===== src/rtl/booth_pkg.sv =====
// booth_pkg: shared types and helpers for the radix-4 Booth multiplier family.
//   booth_state_e  : control state of the sequential multiplier
//   PP_*           : 3-bit partial-product selection codes from Booth recoding
//   booth_iter()   : iteration count (multiplier bits retired two per cycle)
//   booth_recode() : maps a 3-bit multiplier window to a PP_* code
package booth_pkg;

  typedef enum logic [1:0] {
    IDLE = 2'd0,
    CALC = 2'd1,
    DONE = 2'd2
  } booth_state_e;

  localparam logic [2:0] PP_ZERO = 3'd0;
  localparam logic [2:0] PP_POS1 = 3'd1;
  localparam logic [2:0] PP_POS2 = 3'd2;
  localparam logic [2:0] PP_NEG1 = 3'd3;
  localparam logic [2:0] PP_NEG2 = 3'd4;

  function automatic int booth_iter(input int width);
    return width / 2;
  endfunction

  // Window is {q[i+1], q[i], q[i-1]}; the selected multiple of M is added.
  function automatic logic [2:0] booth_recode(input logic [2:0] win);
    logic [2:0] sel;
    case (win)
      3'b000, 3'b111: sel = PP_ZERO;
      3'b001, 3'b010: sel = PP_POS1;
      3'b011:         sel = PP_POS2;
      3'b100:         sel = PP_NEG2;
      3'b101, 3'b110: sel = PP_NEG1;
      default:        sel = PP_ZERO;
    endcase
    return sel;
  endfunction

endpackage


===== src/rtl/booth_r4_recoder.sv =====
// booth_r4_recoder: combinational radix-4 Booth partial-product generator.
// Ports:
//   window [2:0]     : multiplier window {q[1], q[0], q_m1}
//   m      [PP_W-1:0]: sign-/zero-extended multiplicand
//   pp     [PP_W-1:0]: selected partial product (0, +-M, +-2M), wraps in PP_W bits
// PP_W must leave one spare bit over the operand width so that +-2M fits.
module booth_r4_recoder
  import booth_pkg::*;
#(
  parameter int PP_W = 10
) (
  input  logic [2:0]      window,
  input  logic [PP_W-1:0] m,
  output logic [PP_W-1:0] pp
);

  logic [2:0]      sel_s;
  logic [PP_W-1:0] m2_s;

  // Select the partial product for the current window.
  always_comb begin
    sel_s = booth_recode(window);
    m2_s  = {m[PP_W-2:0], 1'b0};
    case (sel_s)
      PP_ZERO: pp = {PP_W{1'b0}};
      PP_POS1: pp = m;
      PP_POS2: pp = m2_s;
      PP_NEG1: pp = {PP_W{1'b0}} - m;
      PP_NEG2: pp = {PP_W{1'b0}} - m2_s;
      default: pp = {PP_W{1'b0}};
    endcase
  end

endmodule


===== src/rtl/booth_radix4_mult.sv =====
// booth_radix4_mult: sequential signed multiplier, radix-4 Booth, two
// multiplier bits retired per cycle (WIDTH/2 iterations).
// Ports:
//   clk, rst             : rising-edge clock, synchronous active-high reset
//   in_valid / in_ready  : operand handshake (ready only while IDLE)
//   X, Y [WIDTH-1:0]     : multiplicand / multiplier, two's complement
//   is_signed            : only with BOOTH_UNSIGNED_EN; 0 selects unsigned operands
//   out_valid / out_ready: product handshake, Z held while stalled
//   Z [2*WIDTH-1:0]      : product
//   busy                 : high while CALC or DONE
// Optional feature macro: BOOTH_UNSIGNED_EN (adds is_signed and one extra
// iteration for unsigned operations).
module booth_radix4_mult
  import booth_pkg::*;
#(
  parameter int WIDTH = 8
) (
  input  logic                 clk,
  input  logic                 rst,
  input  logic                 in_valid,
  output logic                 in_ready,
  input  logic [WIDTH-1:0]     X,
  input  logic [WIDTH-1:0]     Y,
`ifdef BOOTH_UNSIGNED_EN
  input  logic                 is_signed,
`endif
  output logic                 out_valid,
  input  logic                 out_ready,
  output logic [2*WIDTH-1:0]   Z,
  output logic                 busy
);

  localparam int ITER = booth_iter(WIDTH);
  localparam int AW   = WIDTH + 2;
`ifdef BOOTH_UNSIGNED_EN
  // Q carries the two extension bits so the extra iteration can consume them.
  localparam int QW       = WIDTH + 2;
  localparam int MAX_ITER = ITER + 1;
`else
  localparam int QW       = WIDTH;
  localparam int MAX_ITER = ITER;
`endif
  localparam int CW = $clog2(MAX_ITER + 1);

  if (((WIDTH % 2) != 0) || (WIDTH < 4)) begin : g_bad_width
    $error("booth_radix4_mult: WIDTH must be even and >= 4");
  end

  booth_state_e       state_q, state_d;
  logic [AW-1:0]      a_q, a_d;
  logic [QW-1:0]      q_q, q_d;
  logic               q_m1_q, q_m1_d;
  logic [AW-1:0]      m_q, m_d;
  logic [CW-1:0]      count_q, count_d;
  logic [2*WIDTH-1:0] z_q, z_d;
  logic               out_valid_q, out_valid_d;
  logic               busy_q, busy_d;
`ifdef BOOTH_UNSIGNED_EN
  logic               uns_q, uns_d;
`endif

  logic [AW-1:0]      pp_s;
  logic [AW-1:0]      a_sum_s;
  logic [AW-1:0]      a_sh_s;
  logic [QW-1:0]      q_sh_s;
  logic [2*WIDTH-1:0] z_final_s;
  logic [CW-1:0]      last_iter_s;
  logic               out_fire_s;

  booth_r4_recoder #(
    .PP_W(AW)
  ) u_recoder (
    .window({q_q[1:0], q_m1_q}),
    .m     (m_q),
    .pp    (pp_s)
  );

  // One Booth step: accumulate, then arithmetic shift of {A,Q,q_m1} by two.
  always_comb begin
    a_sum_s = a_q + pp_s;
    a_sh_s  = {{2{a_sum_s[AW-1]}}, a_sum_s[AW-1:2]};
    q_sh_s  = {a_sum_s[1:0], q_q[QW-1:2]};
`ifdef BOOTH_UNSIGNED_EN
    // Signed runs stop with the two extension bits still at the bottom of Q.
    if (uns_q) begin
      z_final_s   = {a_sh_s[WIDTH-3:0], q_sh_s};
      last_iter_s = CW'(ITER);
    end else begin
      z_final_s   = {a_sh_s[WIDTH-1:0], q_sh_s[QW-1:2]};
      last_iter_s = CW'(ITER - 1);
    end
`else
    z_final_s   = {a_sh_s[WIDTH-1:0], q_sh_s};
    last_iter_s = CW'(ITER - 1);
`endif
  end

  // Next-state and datapath register updates.
  always_comb begin
    state_d  = state_q;
    a_d      = a_q;
    q_d      = q_q;
    q_m1_d   = q_m1_q;
    m_d      = m_q;
    count_d  = count_q;
    z_d      = z_q;
`ifdef BOOTH_UNSIGNED_EN
    uns_d    = uns_q;
`endif
    out_fire_s = out_valid_q & out_ready;
    case (state_q)
      IDLE: begin
        if (in_valid) begin
          a_d     = {AW{1'b0}};
          q_m1_d  = 1'b0;
          count_d = {CW{1'b0}};
`ifdef BOOTH_UNSIGNED_EN
          uns_d = ~is_signed;
          if (is_signed) begin
            m_d = {{2{X[WIDTH-1]}}, X};
            q_d = {{2{Y[WIDTH-1]}}, Y};
          end else begin
            m_d = {2'b00, X};
            q_d = {2'b00, Y};
          end
`else
          m_d = {{2{X[WIDTH-1]}}, X};
          q_d = Y;
`endif
          state_d = CALC;
        end else begin
          state_d = IDLE;
        end
      end
      CALC: begin
        a_d     = a_sh_s;
        q_d     = q_sh_s;
        q_m1_d  = q_q[1];
        count_d = count_q + CW'(1);
        if (count_q == last_iter_s) begin
          z_d     = z_final_s;
          state_d = DONE;
        end else begin
          state_d = CALC;
        end
      end
      DONE: begin
        if (out_fire_s) begin
          state_d = IDLE;
        end else begin
          state_d = DONE;
        end
      end
      default: begin
        state_d = IDLE;
      end
    endcase
    // out_valid follows DONE by one edge and drops on the accepting edge.
    out_valid_d = (state_q == DONE) & ~out_fire_s;
    busy_d      = (state_d != IDLE);
  end

  // State and output registers with synchronous reset.
  always_ff @(posedge clk) begin
    if (rst) begin
      state_q     <= IDLE;
      a_q         <= {AW{1'b0}};
      q_q         <= {QW{1'b0}};
      q_m1_q      <= 1'b0;
      m_q         <= {AW{1'b0}};
      count_q     <= {CW{1'b0}};
      z_q         <= {(2*WIDTH){1'b0}};
      out_valid_q <= 1'b0;
      busy_q      <= 1'b0;
`ifdef BOOTH_UNSIGNED_EN
      uns_q       <= 1'b0;
`endif
    end else begin
      state_q     <= state_d;
      a_q         <= a_d;
      q_q         <= q_d;
      q_m1_q      <= q_m1_d;
      m_q         <= m_d;
      count_q     <= count_d;
      z_q         <= z_d;
      out_valid_q <= out_valid_d;
      busy_q      <= busy_d;
`ifdef BOOTH_UNSIGNED_EN
      uns_q       <= uns_d;
`endif
    end
  end

  assign in_ready  = (state_q == IDLE);
  assign out_valid = out_valid_q;
  assign Z         = z_q;
  assign busy      = busy_q;

endmodule


===== config.mk =====
export PLATFORM = sky130hd
export DESIGN_NAME = booth_radix4_mult
export DESIGN_NICKNAME = d
export VERILOG_FILES = /design/src/rtl/booth_pkg.sv /design/src/rtl/booth_r4_recoder.sv /design/src/rtl/booth_radix4_mult.sv
export SDC_FILE = /design/constraint.sdc
export NUM_CORES = 1
export LEC_CHECK = 0
export BUFFER_PORTS_ARGS = -buffer_cell sky130_fd_sc_hd__buf_4
export CORE_MARGIN = 2
export CORE_UTILIZATION = 30
export CTS_BUF_LIST = sky130_fd_sc_hd__clkbuf_4
export DETAILED_ROUTE_END_ITERATION = 10
export MAX_ROUTING_LAYER = met4
export PLACE_DENSITY = 0.51
export SETUP_SLACK_MARGIN = 0.02
export SYNTH_ARGS = -nofsm -noshare
export SYNTH_HDL_FRONTEND = slang
export SYNTH_SLANG_ARGS = --single-unit

===== constraint.sdc =====
create_clock -name clk -period 3.6 [get_ports clk]
set_input_delay 0.72 -clock clk [delete_from_list [all_inputs] [get_ports clk]]
set_output_delay 0.72 -clock clk [all_outputs]
set_load 0.02 [all_outputs]

# Word-level counts from Yosys, hierarchy flattened
# Memories as Yosys holds them, arrays and structs flattened. A register that Yosys moved wholly into a read port is not among the register bits.
# Index checks and enable logic that the tools add are counted.
# totals
ff_bits	50
latch_bits	0
ramBits	0
mem_bits_ro	24
in_bits	20
elab_cells	46
memories	1
# mem_list
name	words	word_bits	rd	rd_clocked_by_memory_dff	write_ports	line_no	rtl
(no name shown)	8	3	1	1	0	booth_pkg.sv:27	case (win)
# classes
n_addsub	4
multipliers	0
div_mod_pow	0
n_lt_le_gt_ge	0
eq_ne	8
shifts	0
n_mux	15
bitwise_logic	3
n_reduce_logical	6
# op_table
op	n
$pmux 10 s4	1
$pmux 10 s2	1
$pmux 8 s2	1
$add 10x10->10	1
$mux 10	1
$sub 1x9->10 const A	1
$eq 3x2->1 const B	3
$mux 3	3
$sub 1x8->9 const A	1
$mux 8	1
$pmux 2 s3	1
$pmux 3 s2	1
$reduce_and 2->1	3
$mux 2	2
$reduce_bool 2->1	2
$add 3x1->3 const B	1
$eq 3x1->1 const B	1
$eq 3x3->1 const B	1
$and 1x1->1	2
$eq 2x1->1 const B	1
$eq 2x2->1 const B	1
$logic_not 2->1	1
$mux 1	2
$ne 2x2->1 const B	1
2 further kinds	2

# Depth between registers and ports, before layout
# Gate-level depths: netlist of run 1.
# logic_depth
depth_word	6
mapped_depth	14

# Hierarchy
# From an unflattened synthesis of run 1, not the netlist that was laid out.
# hier_totals
hier_cells	357
hier_area_um2	2798.9
# modules_own_cells
mod	n_inst	cells_each	area_per_inst_um2
booth_radix4_mult	1	275	2274.7
booth_r4_recoder	1	82	524.3

# Worst setup path after synthesis of run 1
# OpenSTA, ideal clock, no wires.
# synth_timing
kind	reg2reg
start	reg m_q[0]
end	reg z_q[13], in the netlist Z[13]
t_arrival_ns	2.529
path_slack_ns	0.941
path_stages_with_launch	15
cell_sequence	dfxtp_1 -> inv_1 -> ha_1 -> nand2b_1 -> or2_2 -> xor2_1 -> a22oi_1 -> o22ai_1 -> ha_1 -> clkbuf_1 -> a21o_1 -> a21oi_1 -> o21a_1 -> xor2_1 -> o31ai_1
# synth_between
elab_chain_cells	3
# synth_lines
element	line_no	rtl
from (decl)	booth_radix4_mult.sv:53	logic [AW-1:0] m_q, m_d;
from (signal assigned)	booth_radix4_mult.sv:170	m_q <= {AW{1'b0}};
from (signal assigned)	booth_radix4_mult.sv:183	m_q <= m_d;
$sub 1x9->10 / $sub 1x8->9 (equally long branches)	booth_r4_recoder.sv:29, booth_r4_recoder.sv:28	
$pmux 10 s4 *	booth_r4_recoder.sv:24	case (sel_s)
$add 10x10->10 *	booth_radix4_mult.sv:80	a_sum_s = a_q + pp_s;
to (signal assigned)	booth_radix4_mult.sv:172	z_q <= {(2*WIDTH){1'b0}};
to (signal assigned)	booth_radix4_mult.sv:185	z_q <= z_d;
to (decl)	booth_radix4_mult.sv:55	logic [2*WIDTH-1:0] z_q, z_d;
# Every way passes the cells marked *; elsewhere a longest branch is shown, timed or not.
# A chain may end at the register's enable or synchronous reset.

# Final worst setup path of run 1
# Same ends and word-level chain as after synthesis.

==> results of run 1 <==
kinds of logic (layout without fill, tap and decap cells):
family / count (synthesis) / after routing / synth area share (%)
fa+ha+maj: 14 / 14 / 6.38
flops: 51 / 51 / 35.7
compound gates: 100 / 100 / 23.1
simple gates: 156 / 156 / 26.2
xor+xnor: 12 / 12 / 3.67
mux: 2 / 2 / 0.743
buf+inv: 29 / 55 / 4.20
final cells by class:
class	instances	area, um2	share of cell area [%]
clock inverter	2	37.5	1.13
sequential	51	1020	30.8
inverter	7	26.3	0.793
timing repair buffer	41	308	9.29
multi-input combinational	284	1720	51.9
tap	129	161	4.87
clock buffer	5	37.5	1.13
placed cells by master (no fill, tap or decap), types with 2 or more instances in the layout:
cell / n
nand2_1: 76
dfxtp_1: 51
buf_4: 41
a21oi_1: 36
nor2_1: 26
ha_1: 13
o21ai_0: 10
a311oi_1: 10
nand3b_1: 9
nand2b_1: 8
inv_1: 7
a21o_1: 7
xor2_1: 7
nor2b_1: 6
o211ai_1: 6
nand3_1: 6
nor3_1: 5
a22oi_1: 5
xnor2_1: 5
nor3b_1: 5
clkbuf_4: 5
o22ai_1: 4
o221ai_1: 4
o31ai_1: 4
and2_1: 3
o21a_1: 3
or2_2: 2
a211oi_1: 2
a2111oi_0: 2
nand4b_1: 2
a31oi_1: 2
where the power goes:
part,switching (uW),leakage (uW),internal (uW),total (uW)
sequential,36.1,0.000416,591,627
combinational,143,0.000864,101,244
clock,194,0.0000373,143,337
state kept, by name, indices dropped and copies added (netlist names):
register,cells
Z,16
m_q,8
count_q,3
u_recoder.sel_s,3
a_q,8
out_valid,1
state_q,2
q_m1_q,1
busy,1
q_q,8
worst max-delay path: cells and delay by family (launching register included):
kind	cells	cell delay, ns
AND/OR/NAND/NOR	3	0.63
adder cells (fa/ha/maj)	2	0.61
XOR/XNOR	1	0.23
AO/OA/AOI/OAI	6	1.05
buffers and inverters	1	0.10
flip-flops	1	0.36
metal layers:
layer | up-vias | GRT usage, % | part of all wire (%)
met1 | 1222 | 20.4 | 50
met4 | 0 | 4.37 | 1.4
li1 | 1352 | - | -
met2 | 38 | 24.8 | 46
met3 | 9 | 2.35 | 2.8
met5 | - | - | 0
final timing paths:
check	start	end	cells past startpoint
max	m_q[0]$_SDFFE_PP0P_	Z[13]$_SDFFE_PP0P_	13
min	Z[3]$_SDFFE_PP0P_	Z[3]$_SDFFE_PP0P_	2
max reg2reg	m_q[0]$_SDFFE_PP0P_	Z[13]$_SDFFE_PP0P_	13
min reg2reg	Z[3]$_SDFFE_PP0P_	Z[3]$_SDFFE_PP0P_	2
cells in the mapped netlist, drive strengths merged, types with 6 or more instances:
master and n:
a21o 7, a21oi 36, a311oi 10, clkbuf 17
dfxtp 51, ha 13, inv 7, nand2 76
nand2b 8, nand3 6, nand3b 9, nor2 27
nor2b 6, o211ai 6, o21ai 10, xor2 7
metrics by stage:
stage	cell area [um2]	total power (uW)	instances	setup WS (ns)
after detailed placement	3240	885	512	0.514
after CTS	3310	1220	519	0.478
after global routing	3310	1280	519	0.268
after floorplan	2860	811	364	0.941
final	3310	1210	519	0.511
after global placement	3240	883	512	0.513
==> results.md, run 1 <==
- The first TritonRoute pass finished after 4 iterations.
- The worst ir drop on vdd is 0.000184 V.
- The number of sinks on the clock net is 51.
- In this run the static leakage power is 0.00132 uW.
- In the post-synthesis netlist, the biggest area contributors are dfxtp_1, nand2_1, a21oi_1, ha_1, nor2_1.
- The flow ran to the end, and the final reports show no timing, DRC or antenna violations.
- The initial antenna violation count is 0.
- Synthesis inferred 51 register bits.
- The die width is 102 um.
- The count of buffers added on input and output ports is 38.
- Clock tree synthesis inserted a total of 5 buffers.
- The maximum fanout along the worst path is 7.
- The die covers 10300 um2.
- The critical path is of the register to register type.
- The largest single stage delay on the critical path is 0.36 ns.
- The number of instances in the synthesized netlist is 364.
- The transition time at the pin with the least slew margin is 0.748 ns.
- Clock latency on the worst-skew pair, taken at its later pin, is 0.38 ns.
- TritonCTS built the clock tree.
- The final number of setup-violating endpoints is 0.
- The detail route stage leaves a number of antenna-violating nets equal to 0.
- Setup repair after global routing left no endpoint under its margin.
- The most used flip-flop cell after synthesis is dfxtp_1.
- The synthesized netlist occupies a cell area of 2860 um2.
- The number of vias in the routed layout is 2621.
- Post-CTS timing repair inserted 0 buffers for setup.
- Power spread over the standard cell area amounts to 365 nW/um2.
- The layout has 1001 filler cells.
- 39 I/O pins were placed.
- The worst setup path is captured at a register.
- The starting DRC count in detailed routing is 130.
- Global routing used 15.6% of the available tracks.
- The buffer type at the clock tree root is clkbuf_4.
- The final sum of negative setup slack is 0 ns.
- Hold timing on the final database bottoms out at a slack of 0.472 ns.
- The congestion estimate from routability-driven global placement came to 0.774.
- The worst register-to-register path has a setup slack of 0.51 ns.
- The class of the most critical hold timing path is register to register.
- The region available for standard cell placement spans 9240 um2.
- Cells fill 35.8% of the core in the end.
- The number of nets in the finished design is 424.
- In this run the deepest clock path goes through 2 buffers.
- The remaining design rule violation count is 0.
- The routed length per instance is 14.1 um.
- Of the cells placed in the final design, the portion with a size suffix greater than 1 is 14.1%.
- The kind of launch point of the worst setup path is a register.
- Yosys mapped the design onto 49 distinct sky130hd cell types.
- For this design, the slowest cell found on the critical path is dfxtp_1.
- The number of global-route vias before repair is 2566.
- The number of max-cap violations is 0.
- The number of antenna diodes in the final layout is 0.
- In this run the tightest slew margin relative to its limit is 50.0%.
- For the worst setup path, the data required time is 3.86 ns.
- For this run, the top clock speed supported by timing is 0.324 GHz.
- The library cell occupying the most area in the post-synthesis netlist is dfxtp_1.
- Clock skew on the completed layout was measured at 0.00999 ns.
- The first global-routing pass estimated 12.4 mm of wire.
- The effective utilization at floorplan is 31.0%.
- The pin count of the biggest net entering global routing is 61.
- In this run, synthesis inferred 0 flip-flops with an integrated enable.
- The post-synthesis async set-or-reset flop share is 0%.
- For this run, the number of Yosys warnings is 0.
- The smallest clock period supported by the final layout is computed as 3.09 ns.
- The number of hold-slack violations in the final timing report is 0.
- The clock input transition at the sequential cells of the worst setup and hold paths is 0.16 ns.
- The die boundary height is 102 um.
- The estimated wirelength of the detail-placed design is 5.28 mm.
- The routed wire length is 7.34 mm.
- A synthesized cell averages 7.86 um2.
- Counting every net in the synthesized netlist gives 398.
- For this run, the register share of the synthesized area comes to 35.7%.
- The number of placement rows is 35.
- Global routing finished with a remaining overflow of 0.
- The final period utilization is 85.8%.
- In this run, post-CTS hold repair placed 0 buffers.
- Traced cell by cell, the critical path runs through inv_1, ha_1, nand2b_1, or2_2, a21oi_1, a21oi_1, o22ai_1, ha_1, and3_1, a22oi_1, o21a_1, xor2_1, o31ai_1.
- The final count of pins violating max slew came to 0.
- The area added between synthesis and finish is 15.7%.
- Data on the critical path arrives at its endpoint at 3.35 ns.
- In this run the biggest area consumer among cell types represents 35.7% of the synthesized area.
- The number of gates resized after CTS was 0.
- The H-tree generated during clock tree synthesis spans 2 levels.
- In the routed layout, each cell is associated on average with a via count of 5.05.
Note: power is estimated with default switching activity, not from simulation.
==> run 2, diff against run 1 <==
--- a/config.mk
+++ b/config.mk
@@ -8,9 +8,9 @@
 export BUFFER_PORTS_ARGS = -buffer_cell sky130_fd_sc_hd__buf_4
 export CORE_MARGIN = 2
-export CORE_UTILIZATION = 30
+export CORE_UTILIZATION = 42
 export CTS_BUF_LIST = sky130_fd_sc_hd__clkbuf_4
 export DETAILED_ROUTE_END_ITERATION = 10
 export MAX_ROUTING_LAYER = met4
-export PLACE_DENSITY = 0.51
+export PLACE_DENSITY = 0.65
 export SETUP_SLACK_MARGIN = 0.02
 export SYNTH_ARGS = -nofsm -noshare
==> constraint.sdc (replaced) <==
create_clock -name clk -period 3.6 [get_ports clk]
set_input_delay 0.72 -clock clk [delete_from_list [all_inputs] [get_ports clk]]
set_output_delay 0.72 -clock clk [all_outputs]
set_load 0.01 [all_outputs]
==> results.md, run 2 (synthesis gave the netlist of run 1 again) <==
- The run finished with clean final reports.
- The count of fill cells added during filler insertion is 667 (-33%).
- The buffer and inverter count on the worst path is 1 (unchanged).
- The combinational cell fraction of total power is 19.6% (-0.6 points).
- The clock input transition at the sequential cells of the worst setup and hold paths is 0.16 ns (about the same).
- Setup repair after global routing left no endpoint under its margin.
- The critical path start-end classification is register to register.
- The estimated wirelength of the detail-placed design is 4.70 mm (-11%).
- On the critical path the largest part of the delay comes from compound AO/OA/AOI/OAI gates.
- The final critical path time including I/O delays and setup is 3.14 ns (+0.0518 ns).
- The starting DRC count in detailed routing is 152 (+17%).
- The data required time at the worst endpoint was 3.86 ns (about the same).
- The library cells used most frequently in the layout, excluding fill and tap cells, are nand2_1, dfxtp_1, buf_4, a21oi_1, nor2_1.
- The number of vias in the routed layout is 2627 (+0.23%).
- The proportion of power drawn by the clock network is 28.6% (+0.7 points).
- The overflow left after global routing is 0 (unchanged).
- The internal power summed over all cells is 839 uW (+0.52%).
- The placeable core region is 6680 um2 (-28%).
- The achievable clock frequency is 0.318 GHz (-1.7%).
- The fraction of power spent switching nets is 30.9% (-0.033 points).
- The maximum fanout along the worst path came to 7 (unchanged).
- The total clock buffers created by CTS is 5 (unchanged).
- The switching component of the power is 375 uW (+0.36%).
- The number of sinks on the clock net was 51 (unchanged).
- The remaining design rule violation count is 0 (unchanged).
- The number of global-route vias before repair came to 2359 (-8.1%).
- The final cell utilization of the core is 48.7% (+13 points).
- The leakage power total is 0.00132 uW (+0.45%).
- Relative to the synthesized area, the layout overhead comes to 13.8%.
- The per-cell via count in the routed design is 5.58 (+10%).
- The post-cts repair resize count came to 0 (unchanged).
- The last weighted congestion value of the routability-driven placer is 0.929 (+20%).
- The delay of the slowest cell on the worst path is 0.36 ns (about the same).
- The number of buffers added on ports is 38 (unchanged).
- The count of buffers added by post-CTS timing repair for setup came to 0 (unchanged).
- The wire length of the first global-routing pass is 11.2 mm (-9.7%).
- The transition time at the pin with the least slew margin is 0.837 ns (+0.0884 ns).
- The final count of pins violating max slew was 0 (unchanged).
- The final sum of negative setup slack is 0 ns (unchanged).
- The worst ir drop on vdd is 0.000175 V (-5.2%).
- The number of buffers between clock root and the deepest sink is 2 (unchanged).
- The number of placement rows is 30 (-14%).
- The pin count of the biggest net entering global routing came to 61 (unchanged).
- The effective utilization at floorplan is 42.8% (+12 points).
- The antenna diode count was 0 (unchanged).
- The number of hold buffers added after CTS is 0 (unchanged).
- The worst clock skew is 0.0146 ns (+0.00457 ns).
- The total power per unit cell area is 373 nW/um2 (+2.2%).
- The first-pass iteration count of the detailed router is 4 (unchanged).
- The number of nets in the finished design is 424 (unchanged).
- The number of top-level pins is 39 (unchanged).
- The clock tree from TritonCTS is built.
- The routed wire length is 6.66 mm (-9.3%).
- The fraction of layout cells with a size suffix above 1 was 14.1% (-0.036 points).
- The number of hold-slack violations in the final timing report is 0 (unchanged).
- The final number of setup-violating endpoints is 0 (unchanged).
- Traced cell by cell, the critical path runs through inv_1, ha_1, nand2b_1, or2_2, a21oi_1, a21oi_1, o22ai_1, ha_1, and3_1, a22oi_1, o21a_1, xor2_1, o31ai_1.
- The path class of the tightest hold or removal check is register to register.
- The cell sitting at the root of the clock tree is a clkbuf_4.
- STA classifies the critical path endpoint as a register.
- The global router's overall resource usage is 19.0% (+3.5 points).
- The die boundary height is 86.5 um (-15%).
- The clock latency at the later pin of the worst-skew pair is 0.38 ns (about the same).
- The sequential cell fraction of total power is 51.8% (about the same).
- The initial antenna violation count came to 0 (unchanged).
- The area of the die is 7490 um2 (-28%).
- The number of max-cap violations is 0 (unchanged).
- The remaining antenna violation count after routing came to 0 (unchanged).
- Leaving out fill and tap cells, the most frequent cell in the layout is nand2_1.
- The routed length per instance is 14.1 um (about the same).
- The arrival time at the worst endpoint is 3.40 ns (+0.05 ns).
- The headroom to the max-slew limit is 44.1% (-5.9 points).
- The number of levels the H-tree was split into came to 2 (unchanged).
- The flip-flop count of the largest register after layout was 16 (unchanged).
- The final period utilization is 87.2% (+1.4 points).
- STA classifies the critical path startpoint as a register.
- The standard cell with the maximum stage delay on the critical path is dfxtp_1.
- The die width is 86.5 um (-15%).
run 2: tightest hold or removal path, delay by kind of cell (launching register included):
family	cells	cell delay [ns]
simple gates	1	0.05
compound gates	1	0.05
flops	1	0.34
run 2: through the flow:
stage / hold WS [ns] / setup slack (ns) / area (um2) / power [uW] / cells
2_1_floorplan: 0.444 / 0.941 / 2860 / 809 / 364
3_3_place_gp: 0.445 / 0.530 / 3180 / 873 / 463
3_5_place_dp: 0.449 / 0.515 / 3180 / 876 / 463
4_1_cts: 0.469 / 0.466 / 3260 / 1220 / 471
5_1_grt: 0.492 / 0.248 / 3260 / 1270 / 471
6_report: 0.465 / 0.460 / 3260 / 1210 / 471
run 2: final cells by class:
class	instances	area [um2]	share of cell area, %
Inverter	7	26.3	0.807
Clock inverter	3	42.5	1.31
Timing Repair Buffer	41	308	9.45
Multi-Input combinational cell	284	1720	52.8
Clock buffer	5	37.5	1.15
Tap cell	80	100	3.07
Sequential cell	51	1020	31.4
run 2: path summary, 6_finish.rpt:
check / endpoint / cells past startpoint / from / slack, ns
min reg2reg: Z[0]$_SDFFE_PP0P_ / 2 / Z[0]$_SDFFE_PP0P_ / 0.46
max: Z[13]$_SDFFE_PP0P_ / 13 / m_q[0]$_SDFFE_PP0P_ / 0.46
min: Z[0]$_SDFFE_PP0P_ / 2 / Z[0]$_SDFFE_PP0P_ / 0.46
max reg2reg: Z[13]$_SDFFE_PP0P_ / 13 / m_q[0]$_SDFFE_PP0P_ / 0.46
run 2: power groups by stage:
stage	registers [uW]	clock network [uW]	logic, uW
after floorplan	621	0	188
after global placement	638	0	234
after detailed placement	640	0	236
after CTS	628	353	237
after global routing	634	374	266
final	628	348	237
run 2: metal layers:
| metal | GRT usage (%) | wire, um | share of wire, % |
|---|---|---|---|
| met1 | 26.1 | 3060 | 46 |
| met2 | 29.4 | 3160 | 47 |
| met3 | 2.86 | 344 | 5.2 |
| met4 | 5.11 | 93 | 1.4 |
| met5 | - | 0 | 0 |
==> run 3, diff against run 2 <==
- CORE_UTILIZATION: 42 -> 39
- PLACE_DENSITY: 0.65 -> 0.62
- clock period: 3.6 -> 3 ns (I/O delays scaled with it)
==> results.md, run 3 (synthesis gave the netlist of run 1 again) <==
- The run finished with clean final reports.
- The achievable clock frequency came to 0.353 GHz (+11%).
- The clock latency at the later pin of the worst-skew pair was 0.39 ns (about the same).
- The transition time at the pin with the least slew margin is 0.604 ns (-0.233 ns).
- The number of levels the H-tree was split into was 2 (unchanged).
- In this design, the critical path's most frequently occurring cell is a21o_1.
- The proportion of power drawn by the clock network came to 24.5% (-4.1 points).
- The final number of setup-violating endpoints is 0 (unchanged).
- The flip-flop count of the largest register after layout is 16 (unchanged).
- The effective utilization at floorplan is 39.9% (-2.9 points).
- The headroom to the max-slew limit is 59.7% (+16 points).
- The number of top-level pins is 39 (unchanged).
- The leakage power total was 0.00136 uW (+2.5%).
- The buffer and inverter count on the worst path is 2 (+1).
- The last weighted congestion value of the routability-driven placer is 0.873 (-6.0%).
- The maximum fanout along the worst path is 6 (-1).
- The routed length per instance was 14.4 um (+1.9%).
- Leaving out fill and tap cells, the most frequent cell in the layout is nand2_1.
- The first-pass iteration count of the detailed router came to 4 (unchanged).
- The data required time at the worst endpoint came to 3.34 ns (-0.52 ns).
- The count of fill cells added during filler insertion is 721 (+8.1%).
- The total power per unit cell area is 419 nW/um2 (+12%).
- The worst ir drop on vdd is 0.000265 V (+52%).
- The final period utilization is 94.4% (+7.2 points).
- The worst setup path is captured at a register.
- The fraction of layout cells with a size suffix above 1 is 18.6% (+4.5 points).
- The combinational cell fraction of total power is 22.8% (+3.2 points).
- In the layout the commonest cells are nand2_1, dfxtp_1, buf_4, a21oi_1, nor2_1.
- The internal power summed over all cells is 949 uW (+13%).
- The remaining antenna violation count after routing is 0 (unchanged).
- The number of vias in the routed layout is 2695 (+2.6%).
- The pin count of the biggest net entering global routing came to 61 (unchanged).
- The slowest stage of the critical path belongs to the cell a2111oi_2.
- The overflow left after global routing is 0 (unchanged).
- The number of sinks on the clock net came to 51 (unchanged).
- The routed wire length was 7.16 mm (+7.5%).
- The initial antenna violation count came to 0 (unchanged).
- The number of nets in the finished design is 431 (+1.7%).
- The number of global-route vias before repair is 2548 (+8.0%).
- TritonCTS built the clock tree.
- The total clock buffers created by CTS is 5 (unchanged).
- The final count of pins violating max slew was 0 (unchanged).
- Setup repair after global routing could not meet its margin everywhere.
- Walking the worst path, the cells encountered are inv_1, ha_2, nand2b_1, xnor2_1, a21oi_1, o21ai_0, ha_1, a21o_1, a21o_1, a2111oi_2, buf_4, o211ai_1, nand3_1.
- The switching component of the power is 469 uW (+25%).
- The fraction of power spent switching nets was 33.1% (+2.2 points).
- The final critical path time including I/O delays and setup is 2.83 ns (-0.308 ns).
- The delay of the slowest cell on the worst path was 0.41 ns (+0.05 ns).
- The estimated wirelength of the detail-placed design is 5.08 mm (+8.1%).
- The buffer type at the clock tree root is clkbuf_4.
- The final cell area excluding filler cells is 3380 um2 (+3.8%).
- The wire length of the first global-routing pass came to 11.8 mm (+5.6%).
- The antenna diode count is 0 (unchanged).
- The count of buffers added by post-CTS timing repair for setup is 0 (unchanged).
- The number of hold-slack violations in the final timing report is 0 (unchanged).
- The global router's overall resource usage is 19.3% (+0.27 points).
- The final sum of negative setup slack is 0 ns (unchanged).
- The worst clock skew is 0.0229 ns (+0.00831 ns).
- The area of the die is 8040 um2 (+7.3%).
- The sequential cell fraction of total power is 52.6% (+0.8 points).
- The number of buffers between clock root and the deepest sink is 2 (unchanged).
- The instance area at placement is 3250 um2 (+2.4%).
- The clock input transition at the sequential cells of the worst setup and hold paths is 0.17 ns (about the same).
- The per-cell via count in the routed design is 5.42 (-2.8%).
- The class of the most critical hold timing path is input pin to register.
- The number of buffers added on ports was 38 (unchanged).
- The starting DRC count in detailed routing is 122 (-20%).
- The number of max-cap violations came to 0 (unchanged).
- The remaining design rule violation count is 0 (unchanged).
- The critical path start-end classification is register to register.
- The final cell utilization of the core is 47.1% (-1.6 points).
- The die boundary height came to 89.7 um (+3.6%).
- On the critical path the largest part of the delay comes from compound AO/OA/AOI/OAI gates.
- Relative to the synthesized area, the layout overhead comes to 18.1%.
- The arrival time at the worst endpoint was 3.17 ns (-0.23 ns).
- The kind of launch point of the worst setup path is a register.
- The placeable core region came to 7180 um2 (+7.4%).
- The die width came to 89.7 um (+3.6%).
- The number of placement rows is 31 (+3.3%).
==> run 3: per-layer routing <==
layer,vias to the layer above,global-route usage [%],wire length (um)
met5,-,-,0
met4,0,7.06,154
met3,15,3.93,251
met2,51,30.4,3380
met1,1268,24.5,3370
li1,1361,-,-
==> run 3: final timing paths <==
kind	endpoint	slack, ns	startpoint	cells past startpoint
worst max-delay path	Z[14]$_SDFFE_PP0P_	0.17	m_q[0]$_SDFFE_PP0P_	13
worst min-delay path	m_q[7]$_SDFFE_PP0P_	0.44	X[7]	3
worst max register to register	Z[14]$_SDFFE_PP0P_	0.17	m_q[0]$_SDFFE_PP0P_	13
worst min register to register	Z[5]$_SDFFE_PP0P_	0.46	q_q[7]$_SDFFE_PP0P_	2
==> run 3: final cells by class <==
type	instances	area [um2]	area share, %
Multi-Input combinational cell	284	1780	52.7
Sequential cell	51	1020	30.2
Timing Repair Buffer	48	360	10.7
Tap cell	99	124	3.66
Clock buffer	5	37.5	1.11
Clock inverter	3	28.8	0.851
Inverter	7	26.3	0.777
==> run 3: per-stage QoR <==
step / hold slack [ns] / instances / power (uW) / setup slack [ns]
after global placement: 0.446 / 489 / 1060 / 0.0131
after floorplan: 0.444 / 364 / 971 / 0.341
after CTS: 0.433 / 497 / 1420 / 0.0506
after global routing: 0.429 / 497 / 1500 / -0.0414
final: 0.445 / 497 / 1420 / 0.168
after detailed placement: 0.451 / 489 / 1060 / 0.0283
==> run 3: repair_timing <==
| item | 4_1_cts | 5_1_grt |
|---|---|---|
| gates resized for setup | 1 | 13 |
| hold buffers | 0 | 0 |
| pin swaps | 0 | 2 |
| endpoints found under the setup margin | 2 | 10 |
==> run 3: worst reg2reg max path, cell delays in order, from the launching register on <==
cell and delay (ns):
dfxtp_1 0.39, inv_1 0.08, ha_2 0.22, nand2b_1 0.16, xnor2_1 0.20, a21oi_1 0.09
o21ai_0 0.17, ha_1 0.30, a21o_1 0.20, a21o_1 0.23, a2111oi_2 0.41, buf_4 0.18
o211ai_1 0.08, nand3_1 0.10
==> run 3: power by group through the flow <==
stage | logic [uW] | clock network (uW) | registers, uW
2_1_floorplan | 226 | 0 | 745
3_3_place_gp | 302 | 0 | 760
3_5_place_dp | 305 | 0 | 760
4_1_cts | 306 | 364 | 745
5_1_grt | 360 | 386 | 752
6_report | 324 | 348 | 746
